**src/rtl/riscv_v_pkg.sv**
```systemverilog
// Shared RISC-V vector types: data, mask and register-index widths plus the
// writeback queue entry carried from execute to retirement.
package riscv_v_pkg;

    localparam int RISCV_XLEN        = 32;
    localparam int RISCV_V_VLEN      = 128;
    localparam int RISCV_V_ELEN      = 32;
    localparam int RISCV_V_NUM_ELEMS = RISCV_V_VLEN / RISCV_V_ELEN;
    localparam int RISCV_V_NUM_VREGS = 32;

    typedef logic [RISCV_XLEN-1:0]                riscv_data_t;
    typedef logic [RISCV_V_VLEN-1:0]              riscv_v_wb_data_t;
    typedef logic [RISCV_V_NUM_ELEMS-1:0]         riscv_v_mask_t;
    typedef logic [$clog2(RISCV_V_NUM_VREGS)-1:0] riscv_v_vreg_idx_t;

    typedef struct packed {
        riscv_v_wb_data_t  vec_result;
        riscv_data_t       int_result;
        riscv_v_vreg_idx_t dst_reg;
        riscv_v_mask_t     wr_mask;
        logic              wr_vec;
        logic              wr_int;
    } riscv_v_wb_entry_t;

endpackage

```
**src/rtl/riscv_v_wb_unit_if.sv**
```systemverilog
// Execute-result, VRF-write and scalar-return signals of the vector writeback unit.
// The unit takes the slave view; the producer/consumer side takes the master view.
interface riscv_v_wb_unit_if
    import riscv_v_pkg::*;
();
    logic              exe_valid;
    logic              exe_ready;
    riscv_v_wb_data_t  exe_vec_result;
    riscv_data_t       exe_int_result;
    riscv_v_vreg_idx_t exe_dst_reg;
    riscv_v_mask_t     exe_wr_mask;
    logic              exe_wr_vec;
    logic              exe_wr_int;

    logic              vrf_we;
    riscv_v_vreg_idx_t vrf_waddr;
    riscv_v_wb_data_t  vrf_wdata;
    riscv_v_mask_t     vrf_wmask;

    logic              int_valid;
    logic              int_ready;
    riscv_data_t       int_data;

    modport master (
        output exe_valid, exe_vec_result, exe_int_result, exe_dst_reg,
               exe_wr_mask, exe_wr_vec, exe_wr_int, int_ready,
        input  exe_ready, vrf_we, vrf_waddr, vrf_wdata, vrf_wmask,
               int_valid, int_data
    );

    modport slave (
        input  exe_valid, exe_vec_result, exe_int_result, exe_dst_reg,
               exe_wr_mask, exe_wr_vec, exe_wr_int, int_ready,
        output exe_ready, vrf_we, vrf_waddr, vrf_wdata, vrf_wmask,
               int_valid, int_data
    );
endinterface

```
**src/rtl/riscv_v_wb_fifo.sv**
```systemverilog
// In-order DEPTH-entry queue of writeback entries. Pointers carry one extra
// wrap bit so full/empty fall out of a compare; flush beats push and pop.
module riscv_v_wb_fifo
    import riscv_v_pkg::*;
#(
    parameter  int DEPTH = 4,
    localparam int IDX_W = $clog2(DEPTH),
    localparam int PTR_W = IDX_W + 1
) (
    input  logic              i_clk,
    input  logic              i_rst_n,
    input  logic              i_flush,
    input  logic              i_push,
    input  riscv_v_wb_entry_t i_push_entry,
    input  logic              i_pop,
    output riscv_v_wb_entry_t o_head,
    output logic [IDX_W-1:0]  o_head_idx,
    output logic [PTR_W-1:0]  o_count,
    output logic              o_full,
    output logic              o_empty,
    output logic [DEPTH-1:0]  o_slot_wr_vec,
    output riscv_v_vreg_idx_t o_slot_dst [DEPTH]
);

    riscv_v_wb_entry_t r_mem [DEPTH];
    logic [PTR_W-1:0]  r_wr_ptr;
    logic [PTR_W-1:0]  r_rd_ptr;
    logic              w_push;
    logic              w_pop;

    assign o_empty    = (r_wr_ptr == r_rd_ptr);
    assign o_full     = (r_wr_ptr[IDX_W-1:0] == r_rd_ptr[IDX_W-1:0]) &&
                        (r_wr_ptr[IDX_W] != r_rd_ptr[IDX_W]);
    assign o_count    = r_wr_ptr - r_rd_ptr;
    assign o_head_idx = r_rd_ptr[IDX_W-1:0];
    assign o_head     = r_mem[r_rd_ptr[IDX_W-1:0]];
    assign w_push     = i_push && !o_full && !i_flush;
    assign w_pop      = i_pop && !o_empty && !i_flush;

    always_ff @(posedge i_clk or negedge i_rst_n) begin
        if (!i_rst_n) begin
            r_wr_ptr <= '0;
            r_rd_ptr <= '0;
        end else if (i_flush) begin
            r_wr_ptr <= '0;
            r_rd_ptr <= '0;
        end else begin
            if (w_push) r_wr_ptr <= r_wr_ptr + PTR_W'(1);
            if (w_pop)  r_rd_ptr <= r_rd_ptr + PTR_W'(1);
        end
    end

    always_ff @(posedge i_clk) begin
        if (w_push) r_mem[r_wr_ptr[IDX_W-1:0]] <= i_push_entry;
    end

    // Occupied-slot scan view: a slot is live when its distance from the head is below count.
    always_comb begin
        for (int i = 0; i < DEPTH; i++) begin
            o_slot_wr_vec[i] = ({1'b0, IDX_W'(i) - r_rd_ptr[IDX_W-1:0]} < o_count) && r_mem[i].wr_vec;
            o_slot_dst[i]    = r_mem[i].dst_reg;
        end
    end

endmodule

```
**src/rtl/riscv_v_wb_unit.sv**
```systemverilog
// Vector writeback unit: queues execute results, writes the VRF, returns scalar
// results to the integer core and reports destinations still in flight.
module riscv_v_wb_unit
    import riscv_v_pkg::*;
#(
    parameter  int DEPTH     = 4,
    parameter  int NUM_VREGS = RISCV_V_NUM_VREGS,
    localparam int IDX_W     = $clog2(DEPTH),
    localparam int CNT_W     = $clog2(DEPTH) + 1
) (
    input  logic                 i_clk,
    input  logic                 i_rst_n,
    input  logic                 i_flush,
    riscv_v_wb_unit_if.slave     bus,
    output logic [NUM_VREGS-1:0] o_pending_vreg,
    output logic [CNT_W-1:0]     o_count
);

    riscv_v_wb_entry_t w_push_entry;
    riscv_v_wb_entry_t w_head;
    logic [IDX_W-1:0]  w_head_idx;
    logic              w_full;
    logic              w_empty;
    logic [DEPTH-1:0]  w_slot_wr_vec;
    riscv_v_vreg_idx_t w_slot_dst [DEPTH];
    logic              w_need_vec;
    logic              w_need_int;
    logic              w_pop;
    logic              r_vec_done;
    logic              r_int_done;

    assign w_push_entry = '{vec_result: bus.exe_vec_result, int_result: bus.exe_int_result,
                            dst_reg:    bus.exe_dst_reg,    wr_mask:    bus.exe_wr_mask,
                            wr_vec:     bus.exe_wr_vec,     wr_int:     bus.exe_wr_int};

    riscv_v_wb_fifo #(.DEPTH(DEPTH)) u_fifo (
        .i_clk        (i_clk),
        .i_rst_n      (i_rst_n),
        .i_flush      (i_flush),
        .i_push       (bus.exe_valid),
        .i_push_entry (w_push_entry),
        .i_pop        (w_pop),
        .o_head       (w_head),
        .o_head_idx   (w_head_idx),
        .o_count      (o_count),
        .o_full       (w_full),
        .o_empty      (w_empty),
        .o_slot_wr_vec(w_slot_wr_vec),
        .o_slot_dst   (w_slot_dst)
    );

    assign bus.exe_ready = !w_full;
    assign w_need_vec    = !w_empty && w_head.wr_vec && !r_vec_done;
    assign w_need_int    = !w_empty && w_head.wr_int && !r_int_done;
    // The VRF write always completes in its cycle, so only the scalar handshake can hold the head.
    assign w_pop         = !w_empty && (!w_need_int || bus.int_ready);

    always_comb begin
        bus.vrf_we    = w_need_vec;
        bus.vrf_waddr = w_need_vec ? w_head.dst_reg    : '0;
        bus.vrf_wdata = w_need_vec ? w_head.vec_result : '0;
        bus.vrf_wmask = w_need_vec ? w_head.wr_mask    : '0;
        bus.int_valid = w_need_int;
        bus.int_data  = w_need_int ? w_head.int_result : '0;
    end

    always_ff @(posedge i_clk or negedge i_rst_n) begin
        if (!i_rst_n) begin
            r_vec_done <= 1'b0;
            r_int_done <= 1'b0;
        end else if (i_flush || w_pop) begin
            r_vec_done <= 1'b0;
            r_int_done <= 1'b0;
        end else begin
            if (w_need_vec)                   r_vec_done <= 1'b1;
            if (w_need_int && bus.int_ready)  r_int_done <= 1'b1;
        end
    end

    always_comb begin
        o_pending_vreg = '0;
        for (int i = 0; i < DEPTH; i++) begin
            if (w_slot_wr_vec[i] && !(r_vec_done && (IDX_W'(i) == w_head_idx))) begin
                for (int r = 0; r < NUM_VREGS; r++) begin
                    if (w_slot_dst[i] == riscv_v_vreg_idx_t'(r)) o_pending_vreg[r] = 1'b1;
                end
            end
        end
    end

endmodule

```
**src/flat_wrapper.sv**
```systemverilog
// flat-port wrapper written by rule: the top's interface ports become plain ports
module riscv_v_wb_unit_flat import riscv_v_pkg::*;
#(
    parameter  int DEPTH     = 4,
    parameter  int NUM_VREGS = RISCV_V_NUM_VREGS,
    localparam int IDX_W     = $clog2(DEPTH),
    localparam int CNT_W     = $clog2(DEPTH) + 1
)
  (i_clk, i_rst_n, i_flush, o_pending_vreg, o_count, bus_exe_valid, bus_exe_vec_result, bus_exe_int_result, bus_exe_dst_reg, bus_exe_wr_mask, bus_exe_wr_vec, bus_exe_wr_int, bus_int_ready, bus_exe_ready, bus_vrf_we, bus_vrf_waddr, bus_vrf_wdata, bus_vrf_wmask, bus_int_valid, bus_int_data);
  riscv_v_wb_unit_if bus_i ();
  input  logic i_clk;
  input  logic i_rst_n;
  input  logic i_flush;
  output logic [NUM_VREGS-1:0] o_pending_vreg;
  output logic [CNT_W-1:0] o_count;
  input wire logic [$bits(bus_i.exe_valid)-1:0] bus_exe_valid;
  input wire logic [$bits(bus_i.exe_vec_result)-1:0] bus_exe_vec_result;
  input wire logic [$bits(bus_i.exe_int_result)-1:0] bus_exe_int_result;
  input wire logic [$bits(bus_i.exe_dst_reg)-1:0] bus_exe_dst_reg;
  input wire logic [$bits(bus_i.exe_wr_mask)-1:0] bus_exe_wr_mask;
  input wire logic [$bits(bus_i.exe_wr_vec)-1:0] bus_exe_wr_vec;
  input wire logic [$bits(bus_i.exe_wr_int)-1:0] bus_exe_wr_int;
  input wire logic [$bits(bus_i.int_ready)-1:0] bus_int_ready;
  output wire logic [$bits(bus_i.exe_ready)-1:0] bus_exe_ready;
  output wire logic [$bits(bus_i.vrf_we)-1:0] bus_vrf_we;
  output wire logic [$bits(bus_i.vrf_waddr)-1:0] bus_vrf_waddr;
  output wire logic [$bits(bus_i.vrf_wdata)-1:0] bus_vrf_wdata;
  output wire logic [$bits(bus_i.vrf_wmask)-1:0] bus_vrf_wmask;
  output wire logic [$bits(bus_i.int_valid)-1:0] bus_int_valid;
  output wire logic [$bits(bus_i.int_data)-1:0] bus_int_data;
  assign bus_i.exe_valid = bus_exe_valid;
  assign bus_i.exe_vec_result = bus_exe_vec_result;
  assign bus_i.exe_int_result = bus_exe_int_result;
  assign bus_i.exe_dst_reg = bus_exe_dst_reg;
  assign bus_i.exe_wr_mask = bus_exe_wr_mask;
  assign bus_i.exe_wr_vec = bus_exe_wr_vec;
  assign bus_i.exe_wr_int = bus_exe_wr_int;
  assign bus_i.int_ready = bus_int_ready;
  assign bus_exe_ready = bus_i.exe_ready;
  assign bus_vrf_we = bus_i.vrf_we;
  assign bus_vrf_waddr = bus_i.vrf_waddr;
  assign bus_vrf_wdata = bus_i.vrf_wdata;
  assign bus_vrf_wmask = bus_i.vrf_wmask;
  assign bus_int_valid = bus_i.int_valid;
  assign bus_int_data = bus_i.int_data;
  riscv_v_wb_unit #(.DEPTH(DEPTH), .NUM_VREGS(NUM_VREGS)) u_core (.i_clk(i_clk), .i_rst_n(i_rst_n), .i_flush(i_flush), .bus(bus_i), .o_pending_vreg(o_pending_vreg), .o_count(o_count));
endmodule
```
**config.mk**
```make
export PLATFORM = sky130hd
export DESIGN_NAME = riscv_v_wb_unit_flat
export DESIGN_NICKNAME = d
export VERILOG_FILES = /design/src/rtl/riscv_v_pkg.sv /design/src/rtl/riscv_v_wb_unit_if.sv /design/src/rtl/riscv_v_wb_fifo.sv /design/src/rtl/riscv_v_wb_unit.sv /design/src/flat_wrapper.sv
export SDC_FILE = /design/constraint.sdc
export NUM_CORES = 1
export LEC_CHECK = 0
export BUFFER_PORTS_ARGS = -buffer_cell sky130_fd_sc_hd__buf_2
export CORE_MARGIN = 2
export CORE_UTILIZATION = 60
export CTS_BUF_LIST = sky130_fd_sc_hd__clkbuf_8
export DETAILED_ROUTE_END_ITERATION = 8
export HOLD_SLACK_MARGIN = 0.15
export MAX_ROUTING_LAYER = met4
export PLACE_DENSITY = 0.86
export SLEW_MARGIN = 20
export SYNTH_ARGS = -nofsm -noshare
export SYNTH_HDL_FRONTEND = slang
export SYNTH_HIERARCHICAL = 1
export SYNTH_SLANG_ARGS = --single-unit
```
**constraint.sdc**
```tcl
create_clock -name i_clk -period 15.57 [get_ports i_clk]
set_input_delay 4.671 -clock i_clk [delete_from_list [all_inputs] [get_ports i_clk]]
set_output_delay 4.671 -clock i_clk [all_outputs]
set_load 0.03 [all_outputs]
```
==> impl_metrics.csv <==
group,metric,value,unit
status,run_status,"complete, no violations",
clock_network,root_buffer,"clkbuf_8",
sta,clock.fmax,105,MHz
layout,fill_cells,2914,
grt,grt_util_all_layers,26.6,%
logic_synthesis,ys_seq_elements,692,
clock_network,clkTransAtPathRegs,0.06,ns
place,portBuffers,382,
layout,final_layout_size_suffix_gt1_share,37.8,%
setup_path,path_class,"register to primary output",
logic_synthesis,seq_area_frac_synth,73.6,%
logic_synthesis,yosysUniqueCellTypes,41,
floorplanning,num_rows,79,
grt,grt_pass1_wl,92.3,mm
logic_synthesis,syn_avg_cell_area,19.6,um^2
place,gp_congestion,0.924,
power,p_sw,1.77,mW
sta,grt_setup_unrepaired,"false",
power,power_density,159,nW/um^2
logic_synthesis,syn_inst,1434,
route,top_layer,"met4",
sta,tns,0,ns
route,dr_wl_met2,31.5,mm
route,post-route-drc-count,0,
floorplanning,die-area,48700,um^2
route,first_iter_violations,1336,
grt,grt_max_degree,153,
clock_network,cts-resized-gates,0,
logic_synthesis,async_reset_ff_share,1.16,%
run,cap_violations,0,
logic_synthesis,syn-cell-area,28200,um^2
sta,finalHoldViolations,0,
layout,fin_nets,2026,
sta,slew_headroom,27.7,%
power,power_frac_comb,30.2,%
floorplanning,core,46500,um^2
clock_network,cts_tree,"yes",
setup_path,start_kind,"register",
setup_path,critPathArrivalTime,4.82,ns
layout,register_area,20700,um^2
clock_network,cts_max_path_buffers,3,
route,wl_per_cell,25.1,um
route,post_drt_via_cell_ratio,6.09,
sta,fin_crit_sh,60.9,%
clock_network,postCtsHoldBufs,0,
power,switching_share,34.3,%
logic_synthesis,ys.flop_type,"edfxtp_1",
layout,fin_area,32300,um^2
min_path,hold_class,"register to register",
setup_path,startpoint,"u_core/u_fifo/r_rd_ptr[1]$_DFFE_PN0P_",
sta,tightest_slew,1.08,ns
route,wl_met3,5.97,mm
logic_synthesis,ys_warn_count,6,
sta,setup_viol,0,
layout,multi_input_area,6800,um^2
sta,finalClockSkew,0.0296,ns
route,antenna_left,0,
setup_path,path_max_fanout,49,
power,leakage,11.4,nW
floorplanning,die_h,221,um
clock_network,htree_levels,3,
setup_path,worstPathRequired,10.90,ns
power,vdd_drop_max,0.000130,V
clock_network,insertion_delay,0.68,ns
route,via_count,15500,
place,placed_cell_area,30400,um^2
sta,report.final.slew_viol_count,0,
grt,grt_pass1_vias,15600,
route,met1_length,23.8,mm
logic_synthesis,synth-edff-count,684,
place,hpwl,37.6,mm
power,intPower,3.38,mW
layout,syn_to_final_growth,14.8,%
route,wl,63.6,mm
grt,grt_overflow_total,0,
floorplanning,io_pins,383,
grt,antenna_found_initial,24,
clock_network,cts.sinks,692,
logic_synthesis,syn_nets,1625,
sta,finalCriticalPeriod,9.49,ns
floorplanning,fp.dieW,221,um
clock_network,post-cts-setup-buffers,0,
floorplanning,initial_core_util,60.6,%
clock_network,numCtsBuffers,104,
setup_path,critPathCaptureType,"primary output",
power,seq_power_share,44.4,%
setup_path,reg2reg_from,"u_core/u_fifo/r_rd_ptr[1]$_DFFE_PN0P_",
route,drtPass1Iterations,6,
power,clock_power_share,25.4,%
min_path,hp-start,"u_core/r_int_done$_DFFE_PN0P_",
[flip-flops by register name, summed over array words and instances, names as in the netlist]
register,cells
u_core/r_int_done,1
u_core/u_fifo/r_wr_ptr,3
u_core/r_vec_done,1
u_core/u_fifo/r_mem,684
u_core/u_fifo/r_rd_ptr,3
[worst max-delay path: stages (launching register included)]
cell and delay, ns:
dfrtp_4 0.95, inv_1 0.31, fa_1 0.63, inv_1 0.12, ha_1 0.31, nor2_1 0.04
nor2_1 0.08, o21a_1 0.29, nor4b_1 0.79, nand3_1 0.20, nand4_1 0.18, buf_2 0.22
[path summary, 6_finish.rpt]
kind	to	slack, ns	cells past startpoint
worst min-delay path	u_core/r_int_done$_DFFE_PN0P_	0.53	2
worst min register to register	u_core/r_int_done$_DFFE_PN0P_	0.53	2
min in group asynchronous	u_core/u_fifo/r_wr_ptr[2]$_DFFE_PN0P_	3.83	1
max in group asynchronous	u_core/u_fifo/r_rd_ptr[0]$_DFFE_PN0P_	11.54	1
worst max register to register	u_core/u_fifo/r_mem[0][67]$_DFFE_PP_	11.32	5
worst max-delay path	o_pending_vreg[0]	6.08	11
[cells in the mapped netlist (8+ instances only)]
library cell  count  area, um^2
buf_2             8        40.0
buf_1            14        52.6
inv_1            14        52.6
ha_1             14         175
buf_4            40         300
nor2_1            8        30.0
edfxtp_1        684       20500
and2_1          170        1060
mux4_2          171        3850
nor3b_1           8        60.1
and3_1            9        56.3
clkbuf_1         32         120
and3b_1          13         114
nand4_1          36         225
dfrtp_1           8         200
nand3_1         130         651
[cell families after synthesis]
family / count (synthesis) / synth area share (%)
adders and majority gates: 15 / 0.693
muxes: 171 / 13.7
xor gates and xnor gates: 3 / 0.120
DFF: 692 / 73.6
AOI/OAI and AO/OA: 21 / 0.546
buffers and inverters: 119 / 2.35
and+or+nand+nor: 413 / 8.97
[routing by layer]
metal  GRT usage (%)  vias up
met3            7.45      143
li1                -     6645
met5               -        -
met1            33.8     7877
met2            40.3      790
met4            12.1        0
[power by group through the flow]
stage / Combinational (mW) / Sequential [mW] / Clock, mW
CTS: 1.55 / 2.29 / 1.34
global placement: 1.53 / 2.31 / 0
floorplan: 1.12 / 2.31 / 0
finish: 1.55 / 2.29 / 1.31
global route: 1.64 / 2.30 / 1.42
detailed placement: 1.55 / 2.33 / 0
[placed cells by master (no fill, tap or decap), drive strengths merged, types with 5 or more instances in the layout]
| cell type | n |
|---|---|
| clkbuf | 104 |
| buf | 400 |
| nand3 | 130 |
| and4b | 8 |
| ha | 14 |
| a21oi | 7 |
| mux4 | 171 |
| dfrtp | 8 |
| and3 | 9 |
| nor3b | 13 |
| diode | 24 |
| and3b | 16 |
| nor3 | 5 |
| nand2 | 6 |
| inv | 49 |
| edfxtp | 684 |
| clkinv | 37 |
| and2 | 170 |
| nand4 | 36 |
| nor2 | 8 |
[area by class of cell]
cell class | instances | area share (%)
Clock buffer | 104 | 4.43
Timing Repair Buffer | 400 | 6.49
Antenna cell | 24 | 0.186
Sequential cell | 692 | 64.2
Multi-Input combinational cell | 623 | 21.0
Clock inverter | 75 | 1.18
Tap cell | 607 | 2.35
Inverter | 14 | 0.163
[stage by stage]
| stage | cells | utilization, % | worst slack (ns) | power, mW | hold slack, ns |
|---|---|---|---|---|---|
| floorplan | 1434 | - | 3.50 | 3.43 | 0.494 |
| finish | 2539 | 69.6 | 6.08 | 5.15 | 0.527 |
| global route | 2539 | 69.6 | 5.94 | 5.36 | 0.563 |
| detailed placement | 2334 | 65.5 | 6.95 | 3.87 | 0.524 |
| global placement | 2334 | 65.5 | 6.98 | 3.84 | 0.510 |
| CTS | 2513 | 69.4 | 6.17 | 5.18 | 0.534 |
(Power assumes the default switching activity.)
